`config.mk`:
```
export PLATFORM = sky130hd
export DESIGN_NAME = wb_arbiter
export DESIGN_NICKNAME = d
export VERILOG_FILES = /design/src/rtl/wb_arbiter_pkg.sv /design/src/rtl/wb_arbiter_pick.sv /design/src/rtl/wb_arbiter.sv
export SDC_FILE = /design/constraint.sdc
export NUM_CORES = 2
export LEC_CHECK = 0
export BUFFER_PORTS_ARGS = -buffer_cell sky130_fd_sc_hd__buf_2
export CORE_AREA = 2 2 362 364
export CTS_CLUSTER_SIZE = 28
export DETAILED_ROUTE_END_ITERATION = 16
export DIE_AREA = 0 0 364 366
export GPL_TIMING_DRIVEN = 0
export HOLD_SLACK_MARGIN = 0.08
export PLACE_DENSITY_LB_ADDON = 0.12
export SLEW_MARGIN = 20
export SYNTH_ARGS = -nofsm -noshare
export SYNTH_HDL_FRONTEND = slang
export SYNTH_HIERARCHICAL = 1
export SYNTH_SLANG_ARGS = --single-unit
```
`constraint.sdc`:
```
create_clock -name clk -period 22 [get_ports clk]
set_input_delay 1.1 -clock clk [delete_from_list [all_inputs] [get_ports clk]]
set_output_delay 1.1 -clock clk [all_outputs]
set_load 0.02 [all_outputs]
```
`src/rtl/wb_arbiter_pkg.sv`:
```
// Shared types for the execute/write-back path.
//   exe_bundle_t : one execution result headed for a register-file write port
//   red_bundle_t : pipeline redirect (valid-flagged opid, window top, rollback)
//   opid_squash  : the single definition of "this op is stale after a redirect",
//                  shared by the register file and the write-back arbiter.
// opid[15] is the valid bit of an operation ID; only the low $clog2(opsz) bits
// take part in window distance arithmetic.
package wb_arbiter_pkg;

  localparam int OPID_W = 16;
  localparam int PRDA_W = 7;
  localparam int DATA_W = 64;

  typedef struct packed {
    logic [OPID_W-1:0] opid;
    logic [PRDA_W-1:0] prda;
    logic [DATA_W-1:0] data;
  } exe_bundle_t;

  typedef struct packed {
    logic [OPID_W-1:0] opid;
    logic [OPID_W-1:0] topid;
    logic              rollback;
  } red_bundle_t;

  // An op is stale when a rollback is in flight, or when it sits strictly
  // younger than the redirecting op, measured as distance from the window top.
  function automatic logic opid_squash(red_bundle_t red, logic [15:0] opid, int opsz);
    logic [15:0] mask;
    logic [15:0] d_op;
    logic [15:0] d_red;
    logic [16:0] lim;
    mask  = 16'(opsz - 1);
    d_op  = (opid - red.topid) & mask;
    d_red = (red.opid - red.topid) & mask;
    lim   = {1'b0, d_red} + 17'd1;
    return red.rollback | (red.opid[15] & opid[15] & ({1'b0, d_op} >= lim));
  endfunction

endpackage

```
`src/rtl/wb_arbiter_pick.sv`:
```
// wb_pick: rotating-priority picker.
//   req      : request vector
//   start    : index with highest priority; priority falls upward with wrap
//   gnt_vld  : lane l holds a grant
//   gnt_idx  : request index placed on lane l (lanes filled in scan order)
//   gnt_mask : one-hot-per-request mask of everything granted
//   last_idx : index of the last grant in scan order (start when none)
//   any      : at least one grant
module wb_pick #(
  parameter int n = 6,
  parameter int k = 4,
  localparam int IW = (n > 1) ? $clog2(n) : 1
) (
  input  logic [n-1:0]         req,
  input  logic [IW-1:0]        start,
  output logic [k-1:0]         gnt_vld,
  output logic [k-1:0][IW-1:0] gnt_idx,
  output logic [n-1:0]         gnt_mask,
  output logic [IW-1:0]        last_idx,
  output logic                 any
);

  int            cnt;
  logic [IW:0]   sum;
  logic [IW-1:0] idx;
  logic          take;

  // Walk all requests from start with wrap; the first k hits fill lanes in order
  always_comb begin
    gnt_vld  = '0;
    gnt_idx  = '0;
    gnt_mask = '0;
    last_idx = start;
    any      = 1'b0;
    cnt      = 0;
    sum      = '0;
    idx      = '0;
    take     = 1'b0;
    for (int off = 0; off < n; off++) begin
      sum  = {1'b0, start} + (IW+1)'(off);
      idx  = (sum >= (IW+1)'(n)) ? IW'(sum - (IW+1)'(n)) : IW'(sum);
      take = req[idx] & (cnt < k);
      for (int l = 0; l < k; l++) begin
        gnt_vld[l] = gnt_vld[l] | (take & (cnt == l));
        gnt_idx[l] = (take && (cnt == l)) ? idx : gnt_idx[l];
      end
      gnt_mask[idx] = gnt_mask[idx] | take;
      last_idx      = take ? idx : last_idx;
      any           = any | take;
      cnt           = cnt + (take ? 1 : 0);
    end
  end

endmodule

```
`src/rtl/wb_arbiter.sv`:
```
// wb_arbiter: shares ewd register-file write lanes among nreq result producers.
//   clk, rst            : clock, asynchronous active-high reset
//   req_bundle/valid    : producer results offered into one-entry holding slots
//   req_ready           : slot empty or being granted this cycle (refill)
//   red_bundle          : redirect; stale slots are masked now and cleared at the edge
//   exe_bundle/execute  : granted results, lanes 0..ewd-1, unused lanes all-zero
// Build option WBARB_AGE_EN: pick the oldest ops (distance from red_bundle.topid)
// instead of round-robin; lanes then run oldest first and no rr pointer exists.
module wb_arbiter
  import wb_arbiter_pkg::*;
#(
  parameter int nreq  = 6,
  parameter int ewd   = 4,
  parameter int opsz  = 64,
  parameter int prnum = 96
) (
  input  logic                   clk,
  input  logic                   rst,
  input  exe_bundle_t [nreq-1:0] req_bundle,
  input  logic [nreq-1:0]        req_valid,
  output logic [nreq-1:0]        req_ready,
  input  red_bundle_t            red_bundle,
  output exe_bundle_t [ewd-1:0]  exe_bundle,
  output logic [ewd-1:0]         execute
);

  localparam int IW  = (nreq > 1) ? $clog2(nreq) : 1;
  localparam int PRW = $clog2(prnum);
  localparam logic [PRDA_W-1:0] PRDA_MASK = PRDA_W'((64'd1 << PRW) - 64'd1);

  exe_bundle_t [nreq-1:0] slot_r;
  logic [nreq-1:0]        occ_r;

  logic [nreq-1:0]        squash_s;
  logic [nreq-1:0]        cand_s;
  logic [nreq-1:0]        gnt_s;
  logic [ewd-1:0]         lane_vld_s;
  logic [ewd-1:0][IW-1:0] lane_idx_s;
  logic [nreq-1:0]        load_s;
  exe_bundle_t [nreq-1:0] load_b_s;

  // Slots made stale by the live redirect drop out of selection this cycle
  always_comb begin
    squash_s = '0;
    for (int i = 0; i < nreq; i++) begin
      squash_s[i] = occ_r[i] & opid_squash(red_bundle, slot_r[i].opid, opsz);
    end
    cand_s = occ_r & ~squash_s;
  end

`ifdef WBARB_AGE_EN
  localparam int DW = (opsz > 1) ? $clog2(opsz) : 1;

  logic [nreq-1:0][DW-1:0] dist_s;
  logic [15:0]             diff_s;
  int                      rank_s;
  logic                    hit_s;

  // Age selection: a candidate's rank is how many candidates are older;
  // ranks 0..ewd-1 map straight onto lanes, so lanes come out oldest first
  always_comb begin
    lane_vld_s = '0;
    lane_idx_s = '0;
    gnt_s      = '0;
    dist_s     = '0;
    diff_s     = '0;
    rank_s     = 0;
    hit_s      = 1'b0;
    for (int i = 0; i < nreq; i++) begin
      diff_s    = slot_r[i].opid - red_bundle.topid;
      dist_s[i] = diff_s[DW-1:0];
    end
    for (int i = 0; i < nreq; i++) begin
      rank_s = 0;
      for (int j = 0; j < nreq; j++) begin
        rank_s = rank_s + ((cand_s[j] && (dist_s[j] < dist_s[i])) ? 1 : 0);
      end
      for (int l = 0; l < ewd; l++) begin
        hit_s         = cand_s[i] & (rank_s == l);
        lane_vld_s[l] = lane_vld_s[l] | hit_s;
        lane_idx_s[l] = hit_s ? IW'(i) : lane_idx_s[l];
        gnt_s[i]      = gnt_s[i] | hit_s;
      end
    end
  end
`else
  logic [IW-1:0] rr_r;
  logic [IW-1:0] pick_last_s;
  logic          pick_any_s;

  wb_pick #(
    .n (nreq),
    .k (ewd)
  ) u_pick (
    .req      (cand_s),
    .start    (rr_r),
    .gnt_vld  (lane_vld_s),
    .gnt_idx  (lane_idx_s),
    .gnt_mask (gnt_s),
    .last_idx (pick_last_s),
    .any      (pick_any_s)
  );

  // Round-robin pointer moves just past the last slot granted
  always_ff @(posedge clk or posedge rst) begin
    if (rst) begin
      rr_r <= '0;
    end else if (pick_any_s) begin
      rr_r <= (pick_last_s == IW'(nreq - 1)) ? '0 : pick_last_s + IW'(1);
    end
  end
`endif

  // Ready allows refill of a slot being granted; stale incoming ops are accepted but not loaded
  always_comb begin
    req_ready = '0;
    load_s    = '0;
    load_b_s  = '0;
    for (int i = 0; i < nreq; i++) begin
      req_ready[i]     = ~rst & (~occ_r[i] | gnt_s[i]);
      load_s[i]        = req_valid[i] & req_ready[i] & req_bundle[i].opid[15]
                       & ~opid_squash(red_bundle, req_bundle[i].opid, opsz);
      load_b_s[i]      = req_bundle[i];
      load_b_s[i].prda = req_bundle[i].prda & PRDA_MASK;
    end
  end

  // Holding slots: load on handshake, otherwise empty when granted or squashed
  always_ff @(posedge clk or posedge rst) begin
    if (rst) begin
      occ_r  <= '0;
      slot_r <= '0;
    end else begin
      for (int i = 0; i < nreq; i++) begin
        if (load_s[i]) begin
          occ_r[i]  <= 1'b1;
          slot_r[i] <= load_b_s[i];
        end else if (gnt_s[i] | squash_s[i]) begin
          occ_r[i]  <= 1'b0;
        end
      end
    end
  end

  // Lane drive straight from the slot registers; idle lanes are all-zero
  always_comb begin
    execute    = '0;
    exe_bundle = '0;
    for (int l = 0; l < ewd; l++) begin
      execute[l]    = lane_vld_s[l];
      exe_bundle[l] = lane_vld_s[l] ? slot_r[lane_idx_s[l]] : '0;
    end
  end

endmodule

```
Yosys cells after proc, flatten, opt, wreduce, memory -nomap -nowiden. Memories as Yosys holds them, arrays and structs flattened. Cells that the tools add are included.

Register bits: 531. ROM bits: 8. Input bits: 563. Output and inout port bits: 358. Word-level logic and storage cells: 398. Memories kept: 1.

Memory list: (name not given) (depth 8, width 1, rd ports 1, clocked after memory_dff 0, write ports 0, RTL line wb_arbiter_pick.sv:47) `gnt_mask[idx] = gnt_mask[idx] | take;`.

Add/sub/neg operators: 30. Order comparisons: 39. Equal/unequal tests: 16. Mux-type cells: 103. Bitwise operators: 147. Reduce and logical (&&, ||, !) cells: 37.

Operators by type and width (count): $bmux W87 S3 (4); $mux W87 (8); $eq A32 B3 Y1 const B (10); $ge A6 B17 Y1 (11); $eq A32 B2 Y1 const B (5); $logic_not A32 Y1 (5); $lt A32 B4 Y1 const B (5); $add A32 B32 Y32 (4); $mux W3 (34); $and A1 B1 Y1 (79); $sub A6 B6 Y6 (13); $or A1 B1 Y1 (52); $lt A3 B4 Y1 const B (10); $mux W1 (35); $bmux W1 S3 (11); $bwmux W6 (5); $logic_and A1 B1 Y1 (26); $ge A4 B3 Y1 const B (5); $demux W1 S3 (6); $ge A3 B1 Y1 const B (6); $sub A3 B3 Y3 const B (6); $not A1 Y1 (13); $and A6 B6 Y6 (2); $reduce_bool A2 Y1 (6); other kinds (9) (11).

Depth between registers and ports, before layout.
Depth in word-level cells: 38. Depth in mapped cells: 48.

By module. The synthesis kept the hierarchy.

By module, submodules not included: wb_arbiter (instances 1, cells an instance 3629, area each 41613.7 um^2); wb_pick (instances 1, cells an instance 365, area each 2447.3 um^2).

Worst setup path before layout. OpenSTA, ideal clock, no wires.

Kind: input to output. Start: input red_bundle[17] (netlist name). End: output exe_bundle[57] (netlist name). Data arrival time: 11622 ps. Path slack: 9278 ps. Stages on the path: 45. Cell sequence: buf_2 inv_1 ha_1 inv_1 fa_1 xor2_1 and3_1 xnor2_1 ha_1 nor2_1 a21oi_1 maj3_2 maj3_2 a311oi_1 mux2i_1 a211oi_2 nor2_1 inv_2 [... 9 more ...] fa_1 nand2_1 inv_1 ha_1 ha_1 nand2b_1 a32oi_1 o21ai_1 or3_1 clkbuf_1 o22ai_1 clkbuf_1 buf_1 buf_1 mux4_2 inv_1 o22ai_1 and2_1.

RTL lines: start, declared (RTL line wb_arbiter.sv:22) `input red_bundle_t red_bundle,`; end, declared (RTL line wb_arbiter.sv:23) `output exe_bundle_t [ewd-1:0] exe_bundle,`.

==> summary.txt <==
I/O Pins = 921
setup clock skew after layout = 0.0506 ns
post-synthesis instance total = 3994
critical path data arrival time = 16.73 ns
worst slack at placement = 4.11 ns
number of nets in the layout = 5676
longest individual stage delay on the worst path = 0.97 ns
largest fanout on the critical path = 15
global-route wire length before repair = 311000 µm
number of buffers inserted by post-CTS setup repair = 0
setup slack, reg-to-reg = 9.32 ns
area delta synth->final = 22.1%
row cnt = 132
met1 Resource Use GR = 42.5%
max-slew violation count = 0
type of the setup path with the least slack = input port to output port
number of levels in the clock H-tree = 3
worst-case headroom to the max-slew limit = 15.7%
clock latency at the later pin of the worst-skew pair = 0.72 ns
highest-delay cell along the critical path = buf_1
fraction of layout instances using a drive strength above 1 = 38.7%
Fin. Hold Viols = 0
synthesized area per cell = 11.0 µm²
share of synthesized registers carrying an async set or reset = 100%
capture point of the worst reg-to-reg path = slot_r[96]
pin count of the biggest net entering global routing = 96
Starting Density = 34.2%
Tightest Hold Check Type = register to register
Layout fillers = 12.9k
synthesized cell area = 0.0441 mm²
run status = complete, no violations
count of vias placed by the detailed router = 39.5k
via count of the first global-routing pass = 39.3k
sum of negative setup slack = 0 ns
Die Outline Area = 0.133 mm²
met2 Usage GRT = 53.2%
net count after synthesis = 4689
wire length reported by the detailed router = 227000 µm
post-detailed-route count of antenna-violating nets = 0
final core utilization = 41.7%
Sink Count = 531
cell type group with the largest total delay on the critical path = buffers and inverters
hold_buf cts = 0
Clk Tree Root Cell = clkbuf_16
floorplan core area = 0.129 mm²
flip-flop and latch count after synthesis = 531
Routability Congestion = 0.974
kind of end point of the critical path = output port
fmax = 0.0561 GHz
Post-synth top flop = dfrtp_1
final critical delay including setup and external delays = 17.83 ns
overflow left after global routing = 0
post-route fraction of the period consumed by the critical path = 81.0%
Critical Path RT = 20.90 ns
clock buffer depth = 3
Yosys warning count = 6
Critical Path Most Common Cell = ha_1
start point of the worst min-delay path = slot_r[106]
unrepaired setup endpoints after global routing = false
DP Wirelength = 176000 µm
count of unique library cells instantiated by Yosys = 90
setup slack of the critical path after layout = 4.17 ns
path depth of the worst reg2reg path = 41
CTS tree = done
number of antenna violations at the first check in global routing = 103
die span in y = 366 µm
routed length per placed instance = 33.2 µm
Inserted Clock Buffers = 71
post-cts gate resize count = 0
crit path launch type = input port
buffering stage count on the worst path with inverters included = 13
GRT Overall Usage = 33.3%
reg2reg start = slot_r[506]
hold path cells = 1
DRC violation total after the first TritonRoute iteration = 3719
final routed DRC violation total = 0
vias per inst = 5.79
Hold EP = slot_r[106]
most crowded layer after global routing = met2
# port buffers = 899
Worst Tran Pin Value = 1.26 ns
first-pass iteration count of the detailed router = 6
clock transition at the register clock pins on the worst setup and hold paths after CTS = 0.06 ns
Die Width = 364 µm
final setup vio count = 0
number of maximum-capacitance constraint violations = 0
routing usage on met3 = 7.91%
sequential-to-total area share from yosys stat = 30.2%
count of flip-flops with a built-in enable after synthesis = 0
## metrics by stage
step | instances | instance area, µm² | hold slack [ns]
finish | 6820 | 53800 | 0.551
global route | 6811 | 53800 | 0.576
CTS | 6776 | 53600 | 0.552
detailed placement | 6648 | 51100 | 0.538
global placement | 6635 | 50700 | 0.524
floorplan | 3994 | 44100 | 0.504
## routing by layer
layer | share of wire, % | up-vias
met5 | 0.15 | -
met4 | 5.1 | 52
met3 | 7.8 | 482
met2 | 46 | 1910
met1 | 40 | 20294
li1 | - | 16736
## worst reg2reg max path: cells and delay by family (launching register included)
kind | cells | cell delay (ns)
fa+ha+maj | 12 | 3.75
compound gates | 10 | 3.64
buf+inv | 11 | 2.32
simple gates | 6 | 1.52
mux | 2 | 0.77
flops | 1 | 0.57
## sequential cells by signal, summed over array words and instances, names as in the netlist
name and cells:
rr_r 3, occ_r 6, slot_r 522
## cell families after synthesis
logic type,count (synthesis),synth area share (%)
multiplexers,1233,39.4
buffers and inverters,776,7.22
AO/OA/AOI/OAI,615,9.13
AND/OR/NAND/NOR,611,8.05
flip-flops,531,30.2
adder cells (fa/ha/maj),149,4.42
XOR/XNOR,79,1.62
## layout by cell type, fill, tap and decap left out, types with 24 or more instances in the layout
master,n
mux2i_1,373
inv_1,454
clkbuf_16,72
mux2_2,392
buf_4,26
buf_1,53
nor2_1,69
a21oi_1,62
mux2_1,117
and2_1,352
mux4_2,350
a21o_1,25
nand3_1,36
diode_2,42
clkbuf_2,24
xnor2_1,54
buf_2,954
dfrtp_1,531
o22ai_1,355
clkbuf_1,156
ha_1,117
nand2_1,40
o21ai_0,44
## worst max path at each step
stage                      endpoint  slack [ns]     startpoint  cells past startpoint
finish              exe_bundle[199]        4.17  red_bundle[2]                     44
floorplan                  occ_r[0]        5.91            rst                      2
detailed placement  exe_bundle[292]        4.11  red_bundle[2]                     45
global route        exe_bundle[199]        3.84  red_bundle[2]                     44
CTS                 exe_bundle[292]        4.08  red_bundle[2]                     45
global placement        slot_r[213]       -2.55            rst                      2
## cells in the mapped netlist (16+ instances only)
| master | number | share of area, % |
|---|---|---|
| a21oi_1 | 62 | 0.70 |
| ha_1 | 117 | 3.3 |
| inv_1 | 455 | 3.9 |
| xor2_1 | 20 | 0.40 |
| a21o_1 | 25 | 0.43 |
| mux2i_1 | 373 | 8.5 |
| o22ai_1 | 355 | 5.0 |
| nor2_1 | 69 | 0.59 |
| nand2_1 | 40 | 0.34 |
| buf_4 | 26 | 0.44 |
| buf_2 | 33 | 0.37 |
| nand3_1 | 37 | 0.42 |
| buf_6 | 17 | 0.43 |
| o21ai_0 | 44 | 0.50 |
| mux2_2 | 392 | 10 |
| xnor2_1 | 56 | 1.1 |
| dfrtp_1 | 531 | 30 |
| nor2b_1 | 17 | 0.24 |
| mux4_2 | 350 | 18 |
| mux2_1 | 117 | 3.0 |
| clkbuf_1 | 159 | 1.4 |
| nand2b_1 | 16 | 0.23 |
| and2_1 | 352 | 5.0 |
| nor3_1 | 16 | 0.18 |
| buf_1 | 84 | 0.72 |
## area by class of cell
cell class / count / area, µm² / area share, %
plain buffers: 319 / 1520 / 2.83
well taps: 1742 / 2180 / 4.05
clock inverters: 32 / 513 / 0.954
multi-input cells: 2687 / 27700 / 51.4
flip-flops and latches: 531 / 13300 / 24.7
repair buffers: 914 / 4780 / 8.88
clock buffers: 96 / 2010 / 3.74
diodes: 42 / 105 / 0.195
inverters: 457 / 1720 / 3.20
Power is not shown: default switching activity piles up to over one toggle a cycle in this logic, so the estimate is an artifact.
